File: src/rtl/sys_ctrl_send_pkg.sv
// Shared definitions between the system controller's receive and send halves.
// Latency: n/a (constants only).
// Backpressure: n/a.
package sys_ctrl_send_pkg;

    // Default width of one UART byte and of register-file data.
    localparam int DATA_WIDTH_DEF = 8;

    // Frame command bytes decoded by the receive-side controller.
    localparam logic [7:0] CMD_RF_WR   = 8'hAA;
    localparam logic [7:0] CMD_RF_RD   = 8'hBB;
    localparam logic [7:0] CMD_ALU_OP  = 8'hCC;
    localparam logic [7:0] CMD_ALU_NOP = 8'hDD;

endpackage

File: src/rtl/sys_ctrl_send_buf.sv
// Single-entry result buffer with pending flag and drop detection.
// Latency: strobe captured on the edge it is sampled; pend visible the next cycle.
// Backpressure: none upstream; a strobe hitting a full entry is dropped and flagged on drop.
// Ports: CLK/RST clock and sync active-high reset; in_vld/in_dat incoming strobe and data;
//        clr releases the entry; buf_dat/pend stored data and occupancy; drop (comb) lost strobe.
module sys_ctrl_send_buf
    import sys_ctrl_send_pkg::*;
#(
    parameter int WIDTH = DATA_WIDTH_DEF
) (
    input  logic             CLK,
    input  logic             RST,
    input  logic             in_vld,
    input  logic [WIDTH-1:0] in_dat,
    input  logic             clr,
    output logic [WIDTH-1:0] buf_dat,
    output logic             pend,
    output logic             drop
);

    logic accept;

    // The entry being released this cycle counts as free, so a strobe
    // arriving on the clearing edge refills it instead of being lost.
    assign accept = in_vld && (!pend || clr);
    assign drop   = in_vld && pend && !clr;

    always_ff @(posedge CLK) begin
        if (RST) begin
            buf_dat <= '0;
            pend    <= 1'b0;
        end else if (accept) begin
            buf_dat <= in_dat;
            pend    <= 1'b1;
        end else if (clr) begin
            pend    <= 1'b0;
        end
    end

endmodule

File: src/rtl/sys_ctrl_send.sv
// Sends register-read bytes and two-byte ALU results to the UART transmitter.
// Latency: strobe at edge N -> TX_D_VLD high after edge N+1 (sampled by TX at N+2).
// Backpressure: waits on Busy handshake per byte; one pending result per source, extra strobes dropped (ovf).
// Ports: CLK, RST (sync active-high); RdData/RdData_Valid and ALU_OUT/OUT_VALID result inputs;
//        sys_ctrl_send_en launch permission; Busy from UART TX; TX_P_DATA/TX_D_VLD byte out;
//        alu_out_done pulse after the ALU high byte; ovf pulse when a result is dropped.
module sys_ctrl_send
    import sys_ctrl_send_pkg::*;
#(
    parameter int DATA_WIDTH = DATA_WIDTH_DEF
) (
    input  logic                    CLK,
    input  logic                    RST,
    input  logic [DATA_WIDTH-1:0]   RdData,
    input  logic                    RdData_Valid,
    input  logic [2*DATA_WIDTH-1:0] ALU_OUT,
    input  logic                    OUT_VALID,
    input  logic                    sys_ctrl_send_en,
    input  logic                    Busy,
    output logic [DATA_WIDTH-1:0]   TX_P_DATA,
    output logic                    TX_D_VLD,
    output logic                    alu_out_done,
    output logic                    ovf
);

    typedef enum logic [1:0] {
        IDLE      = 2'd0,
        LOAD      = 2'd1,
        WAIT_ACK  = 2'd2,
        WAIT_DONE = 2'd3
    } state_t;

    state_t state, state_d;

    logic [DATA_WIDTH-1:0]   rd_buf;
    logic [2*DATA_WIDTH-1:0] alu_buf;
    logic                    rd_pend, alu_pend;
    logic                    rd_drop, alu_drop;
    logic                    rd_clr, alu_clr;

    // Which byte is in flight: src_alu=0 register byte, else ALU byte hi_byte.
    logic                    src_alu, src_alu_d;
    logic                    hi_byte, hi_byte_d;
    logic [DATA_WIDTH-1:0]   tx_dat_d;
    logic                    tx_vld_d;
    logic                    done_d;
    logic                    launch;

    sys_ctrl_send_buf #(.WIDTH(DATA_WIDTH)) u_rd_buf (
        .CLK     (CLK),
        .RST     (RST),
        .in_vld  (RdData_Valid),
        .in_dat  (RdData),
        .clr     (rd_clr),
        .buf_dat (rd_buf),
        .pend    (rd_pend),
        .drop    (rd_drop)
    );

    sys_ctrl_send_buf #(.WIDTH(2*DATA_WIDTH)) u_alu_buf (
        .CLK     (CLK),
        .RST     (RST),
        .in_vld  (OUT_VALID),
        .in_dat  (ALU_OUT),
        .clr     (alu_clr),
        .buf_dat (alu_buf),
        .pend    (alu_pend),
        .drop    (alu_drop)
    );

    assign launch = (rd_pend || alu_pend) && sys_ctrl_send_en && !Busy;

    // State register
    always_ff @(posedge CLK) begin
        if (RST) begin
            state <= IDLE;
        end else begin
            state <= state_d;
        end
    end

    // Next-state logic
    always_comb begin
        state_d = state;
        case (state)
            IDLE:      if (launch) state_d = LOAD;
            LOAD:      if (Busy)   state_d = WAIT_ACK;
            WAIT_ACK:  if (Busy)   state_d = WAIT_DONE;
            WAIT_DONE: begin
                // The ALU high byte follows its low byte directly, without
                // re-arbitration and regardless of sys_ctrl_send_en.
                if (!Busy) state_d = (src_alu && !hi_byte) ? LOAD : IDLE;
            end
            default:   state_d = IDLE;
        endcase
    end

    // Output logic: next values of the registered outputs and buffer releases.
    always_comb begin
        tx_dat_d  = TX_P_DATA;
        tx_vld_d  = TX_D_VLD;
        done_d    = 1'b0;
        src_alu_d = src_alu;
        hi_byte_d = hi_byte;
        rd_clr    = 1'b0;
        alu_clr   = 1'b0;
        case (state)
            IDLE: begin
                if (launch) begin
                    tx_vld_d  = 1'b1;
                    src_alu_d = !rd_pend;
                    hi_byte_d = 1'b0;
                    tx_dat_d  = rd_pend ? rd_buf : alu_buf[DATA_WIDTH-1:0];
                end
            end
            LOAD: begin
                if (Busy) tx_vld_d = 1'b0;
            end
            WAIT_DONE: begin
                if (!Busy) begin
                    if (!src_alu) begin
                        rd_clr = 1'b1;
                    end else if (!hi_byte) begin
                        tx_vld_d  = 1'b1;
                        hi_byte_d = 1'b1;
                        tx_dat_d  = alu_buf[2*DATA_WIDTH-1:DATA_WIDTH];
                    end else begin
                        alu_clr = 1'b1;
                        done_d  = 1'b1;
                    end
                end
            end
            default: ;
        endcase
    end

    // Output and byte-select registers
    always_ff @(posedge CLK) begin
        if (RST) begin
            TX_P_DATA    <= '0;
            TX_D_VLD     <= 1'b0;
            alu_out_done <= 1'b0;
            ovf          <= 1'b0;
            src_alu      <= 1'b0;
            hi_byte      <= 1'b0;
        end else begin
            TX_P_DATA    <= tx_dat_d;
            TX_D_VLD     <= tx_vld_d;
            alu_out_done <= done_d;
            ovf          <= rd_drop || alu_drop;
            src_alu      <= src_alu_d;
            hi_byte      <= hi_byte_d;
        end
    end

endmodule

File: config.mk
export PLATFORM = sky130hd
export DESIGN_NAME = sys_ctrl_send
export DESIGN_NICKNAME = d
export VERILOG_FILES = /design/src/rtl/sys_ctrl_send_pkg.sv /design/src/rtl/sys_ctrl_send_buf.sv /design/src/rtl/sys_ctrl_send.sv
export SDC_FILE = /design/constraint.sdc
export NUM_CORES = 1
export LEC_CHECK = 0
export CORE_MARGIN = 2
export CORE_UTILIZATION = 49
export CTS_CLUSTER_SIZE = 30
export DETAILED_ROUTE_END_ITERATION = 7
export GPL_TIMING_DRIVEN = 0
export PLACE_DENSITY = 0.85
export SETUP_SLACK_MARGIN = 0.5
export SYNTH_ARGS = -nofsm -noshare
export SYNTH_HDL_FRONTEND = slang
export SYNTH_SLANG_ARGS = --single-unit
File: constraint.sdc
create_clock -name CLK -period 2.6 [get_ports CLK]
set_clock_uncertainty 0.1 [all_clocks]
set_input_delay 0.39 -clock CLK [delete_from_list [all_inputs] [get_ports CLK]]
set_output_delay 0.39 -clock CLK [all_outputs]
set_load 0.005 [all_outputs]
* After elaboration in Yosys (flattened, before gate mapping)
Index checks and enable logic that the tools add are counted.
** Operators by class
- Reductions and logical operators :: 29
- Eq/ne operators :: 9
- Mux-type cells :: 33
** Operator list (count)
- two-way mux 8 bit :: 5
- two-way mux 1 bit :: 20
- case mux 8 bit (2 select lines) :: 1
- != test 2 bit, second input constant :: 6
- logical AND 1 bit :: 9
- two-way mux 2 bit :: 4
- case mux 2 bit (4 select lines) :: 1
- AND reduction 4 bit :: 2
- zero test 1 bit :: 6
- AND reduction 6 bit :: 1
- nonzero test 2 bit :: 3
- AND reduction 5 bit :: 1
- equality test 2 bit, second input constant :: 2
- logical OR 1 bit :: 4
- case mux 1 bit (3 select lines) :: 1
- nonzero test 3 bit :: 1
- equality test 2 x 1 -> 1 bit, second input constant :: 1
- zero test 2 bit :: 1
- case mux 1 bit (2 select lines) :: 1
- AND reduction 2 bit :: 1
** Word-level totals
- Logic and storage cells :: 82
- Flip-flop bits (word level) :: 41
- Input bits :: 30
- Output and inout port bits :: 11

* Logic depth before layout (Yosys ltp)
- Depth in word-level cells :: 7
- Depth in mapped cells :: 7
- Mapped depth without buffers :: 6

* Modules after synthesis
Synthesis repeated with hierarchy kept, for this count alone.
** Unflattened totals
- Cells, all modules :: 229
- Area, all modules :: 2177.1 µm²
** Modules (own cells, without submodules)
- sys_ctrl_send :: instances 1, area each 983.4 µm², cells an instance 114
- sys_ctrl_send_buf at u_alu_buf :: instances 1, area each 780.7 µm², cells an instance 75
- sys_ctrl_send_buf at u_rd_buf :: instances 1, area each 412.9 µm², cells an instance 40

* Worst setup path before layout
Ideal clock, no wire load.
- Kind :: reg-to-reg
- Start point :: register state[1]
- End point :: register u_rd_buf.buf_dat[0]
- Data required time :: 2.372 ns
- Path slack :: 0.782 ns
- Data arrival time :: 1.590 ns
- Setup time :: 0.128 ns
- Cell stages (with the launch flop) :: 8
- Cell sequence :: dfxtp_1 ha_1 clkbuf_2 or3b_1 a21bo_1 buf_6 mux2i_1 nor2_1
** Between the ends
- Longest elaborated chain between the ends :: 4
** RTL lines
- start, declared :: RTL line sys_ctrl_send.sv:33 : state_t state, state_d;
- start signal, assigned :: RTL line sys_ctrl_send.sv:78 : state <= state_d;
- equality test 2 bit :: RTL line sys_ctrl_send.sv:107 : case (state)
- two-way mux 1 bit :: RTL line sys_ctrl_send.sv:107
- logical OR 1 bit :: RTL line sys_ctrl_send_buf.sv:25 : assign accept = in_vld && (!pend || clr);
- logical AND 1 bit :: RTL line sys_ctrl_send_buf.sv:25
- end signal, assigned :: RTL line sys_ctrl_send_buf.sv:33 : buf_dat <= in_dat;
- end, declared :: RTL line sys_ctrl_send_buf.sv:16 : output logic [WIDTH-1:0] buf_dat,
Every way passes these cells.
A chain may end at the register's enable or synchronous reset.

* Final worst setup path
- Start point :: input Busy
- End point :: register u_alu_buf.buf_dat[9]
** Between the ends
- Longest elaborated chain between the ends :: 4
** RTL lines
- start, declared :: RTL line sys_ctrl_send.sv:19 : input logic Busy,
- two-way mux 1 bit :: RTL line sys_ctrl_send.sv:120 : if (!Busy) begin
- two-way mux 1 bit
- logical OR 1 bit :: RTL line sys_ctrl_send_buf.sv:25
- logical AND 1 bit :: RTL line sys_ctrl_send_buf.sv:25
- end signal, assigned :: RTL line sys_ctrl_send_buf.sv:33
- end, declared :: RTL line sys_ctrl_send_buf.sv:16
Every way passes these cells.

==> results.txt <==
Sw Share: 0.260
Met2 WL: 1920 um
Die Footprint: 0.00427 mm2
Layout Nets: 292
Clock power share: 0.348
First-pass GRT wire length: 6810 um
Commonest non-fill, non-tap cell in the layout: nand2_1
# DRC: 0
RSZ-0062 raised after global routing: false
Worst reg2reg setup slack: 0.64 ns
Final Power: 1.55 mW
CP startpoint kind: input port
Slew Viols, Final: 0
Warning count from the yosys run: 0
Layout cells sized above 1: 0.0895
WL/cell: 13.4 um
Final hold slack: 0.326 ns
TNS Setup: 0 ns
Initial Utilization: 0.507
Final ANT Viol Nets: 0
CTS Hold Buffers Added: 0
Vias per cell: 5.23
Flop pwr share: 0.450
Reg2reg end: u_alu_buf.buf_dat[9]
Num CTS Buffers: 5
CTS max path bufs: 2
Crit-path max FO: 10
Dpl cells: 295
Worst EP arrival: 2.04 ns
Vias in the first global route: 1478
Mapped Cells: 208
RD Place Congestion: 0.810
Critical path class: in2reg
Post-Route WL: 4070 um
Met1 wire length: 1870 um
Most frequent cells in the layout: 49 x nand2_1, 40 x dfxtp_1, 39 x clkdlybuf4s50_1
Hold Crit Class: in2reg
Pleak: 0.998 nW
Post-Synthesis Cell Area: 0.00184 mm2
Max cap viols: 0
Pwr dens: 633 mW/mm2
Synth top area share: 0.446
Switching pwr: 0.402 mW
Clock tree root buffer cell: clkbuf_8
Ranking of synthesized cells by area: dfxtp_1 45%, mux2i_1 14%, nand2_1 10%
Largest net degree at the start of global routing: 14
Final setup fails: 0
Worst slew margin: 0.671
Fin util: 0.672
Core Box Area: 0.00363 mm2
Max Clk Rate: 0.508 GHz
Reg2Reg Depth: 7
Synthesis-to-layout area growth: 32.5%
Final period utilization: 0.757
VDD IR max: 315 uV
Ant diodes: 0
# port buffers: 39
Cell row count: 22
Vias: 1596
TritonCTS clock tree: built
Combinational power share: 0.201
DR top layer: met4
Register bit total from synthesis: 41
Remaining global-route overflow: 0
Initial antenna violation count: 0
Top Ports: 41
DRT Pass-1 Iters: 4
Detail Placement HPWL: 2910 um
Skew-Pair Late Insertion Delay: 0.30 ns
Post-Layout Cell Count: 305
Final hold violations: 0
Internal power: 1.14 mW
Unique cell type count in the Yosys netlist: 31
GRT Util Overall: 0.210
Worst slew pin tran: 0.493 ns
Syn Area/Cell: 8.85 um2
Min-Delay Path Depth: 2
Worst R2R Start: state[1]
Hold path startpoint: RST
Post-synth net total: 244
Die height: 65.3 um
Post-synth top area cell: dfxtp_1
Fin crit period: 1.97 ns
Number of H-tree levels: 2
Hold Path End: hi_byte
Clock sink count: 41
Required time of the critical path: 2.67 ns
Reg clk slew, reported paths: 0.08 ns
WL met3: 181 um
Crit. End Element: flop
Status: completed
Die span in x: 65.3 um
Seq/Total Area, Yosys: 0.446
Starting DRT DRC Count: 86
==> repair_timing <==
item,CTS,global route
setup buffers,0,2
gates resized for setup,1,3
pin swaps,0,3
setup endpoints to repair,1,19
cloned,0,0
==> per-layer routing <==
layer	vias up	track usage
met5	-	0
met4	0	0.115
met3	9	0.0411
met2	38	0.327
met1	742	0.275
li1	807	-
==> cell usage after synthesis (all sizes together) <==
library cell / count
nand2: 49
dfxtp: 41
mux2i: 26
a21oi: 21
nor2: 17
o211ai: 9
clkbuf: 7
ha: 6
inv: 6
buf: 4
a21bo: 2
clkinv: 2
nand3: 2
o31ai: 2
or3b: 2
a211oi: 1
a21boi: 1
a311o: 1
nand4b: 1
nor2b: 1
nor3: 1
nor3b: 1
o311a: 1
o31a: 1
o41ai: 1
or4: 1
or4b: 1
==> cells by family (layout without fill, tap and decap cells) <==
group,Yosys count,count (layout),synth area share
and+or+nand+nor,76,76,0.177
AOI/OAI and AO/OA,40,40,0.149
DFF,41,41,0.446
muxes,26,26,0.141
buffers and inverters,19,68,0.0469
adders and majority gates,6,6,0.0408
==> area by class of cell <==
type,instances,area [um2]
clock buffer,6,82.6
tap,48,60.1
inverter,8,30.0
timing repair buffer,41,405
sequential,41,822
buffer,11,56.3
clock inverter,2,37.5
multi-input combinational,148,947
fill,302,1190
==> stage by stage <==
step | area (um2) | worst slack, ns
2_1_floorplan | 1840 | 0.782
3_3_place_gp | 2290 | 0.314
3_5_place_dp | 2290 | 0.230
4_1_cts | 2420 | 0.545
5_1_grt | 2440 | 0.501
6_report | 2440 | 0.633
==> flip-flops by register name (all words and copies together), names as in the netlist <==
signal,count
u_alu_buf.buf_dat,16
TX_P_DATA,8
u_rd_buf.buf_dat,8
state,2
TX_D_VLD,1
alu_out_done,1
hi_byte,1
ovf,1
src_alu,1
u_alu_buf.pend,1
u_rd_buf.pend,1
==> power by group through the flow <==
| stage | Clock [mW] | Sequential [mW] | Combinational (mW) |
|---|---|---|---|
| 2_1_floorplan | 0 | 0.707 | 0.188 |
| 3_3_place_gp | 0 | 0.708 | 0.290 |
| 3_5_place_dp | 0 | 0.710 | 0.299 |
| 4_1_cts | 0.543 | 0.696 | 0.302 |
| 5_1_grt | 0.579 | 0.702 | 0.341 |
| 6_report | 0.538 | 0.696 | 0.311 |
==> worst max-delay path by stage <==
| stage | startpoint | depth (start not counted) | to | slack, ns |
|---|---|---|---|---|
| 5_1_grt | state[1] | 7 | u_rd_buf.buf_dat[3] | 0.50 |
| 3_3_place_gp | Busy | 6 | u_alu_buf.buf_dat[8] | 0.31 |
| 3_5_place_dp | Busy | 6 | u_alu_buf.buf_dat[6] | 0.23 |
| 2_1_floorplan | state[1] | 7 | u_rd_buf.buf_dat[0] | 0.78 |
| 6_report | Busy | 6 | u_alu_buf.buf_dat[9] | 0.63 |
| 4_1_cts | state[1] | 7 | u_alu_buf.buf_dat[9] | 0.54 |
==> critical path, stage by stage <==
cell             delay (ns)
clkdlybuf4s50_1        0.54
nand4b_1               0.40
a21bo_2                0.34
buf_2                  0.21
nand2_1                0.10
a21oi_1                0.06
No activity file was read; power rests on OpenSTA's default activity.
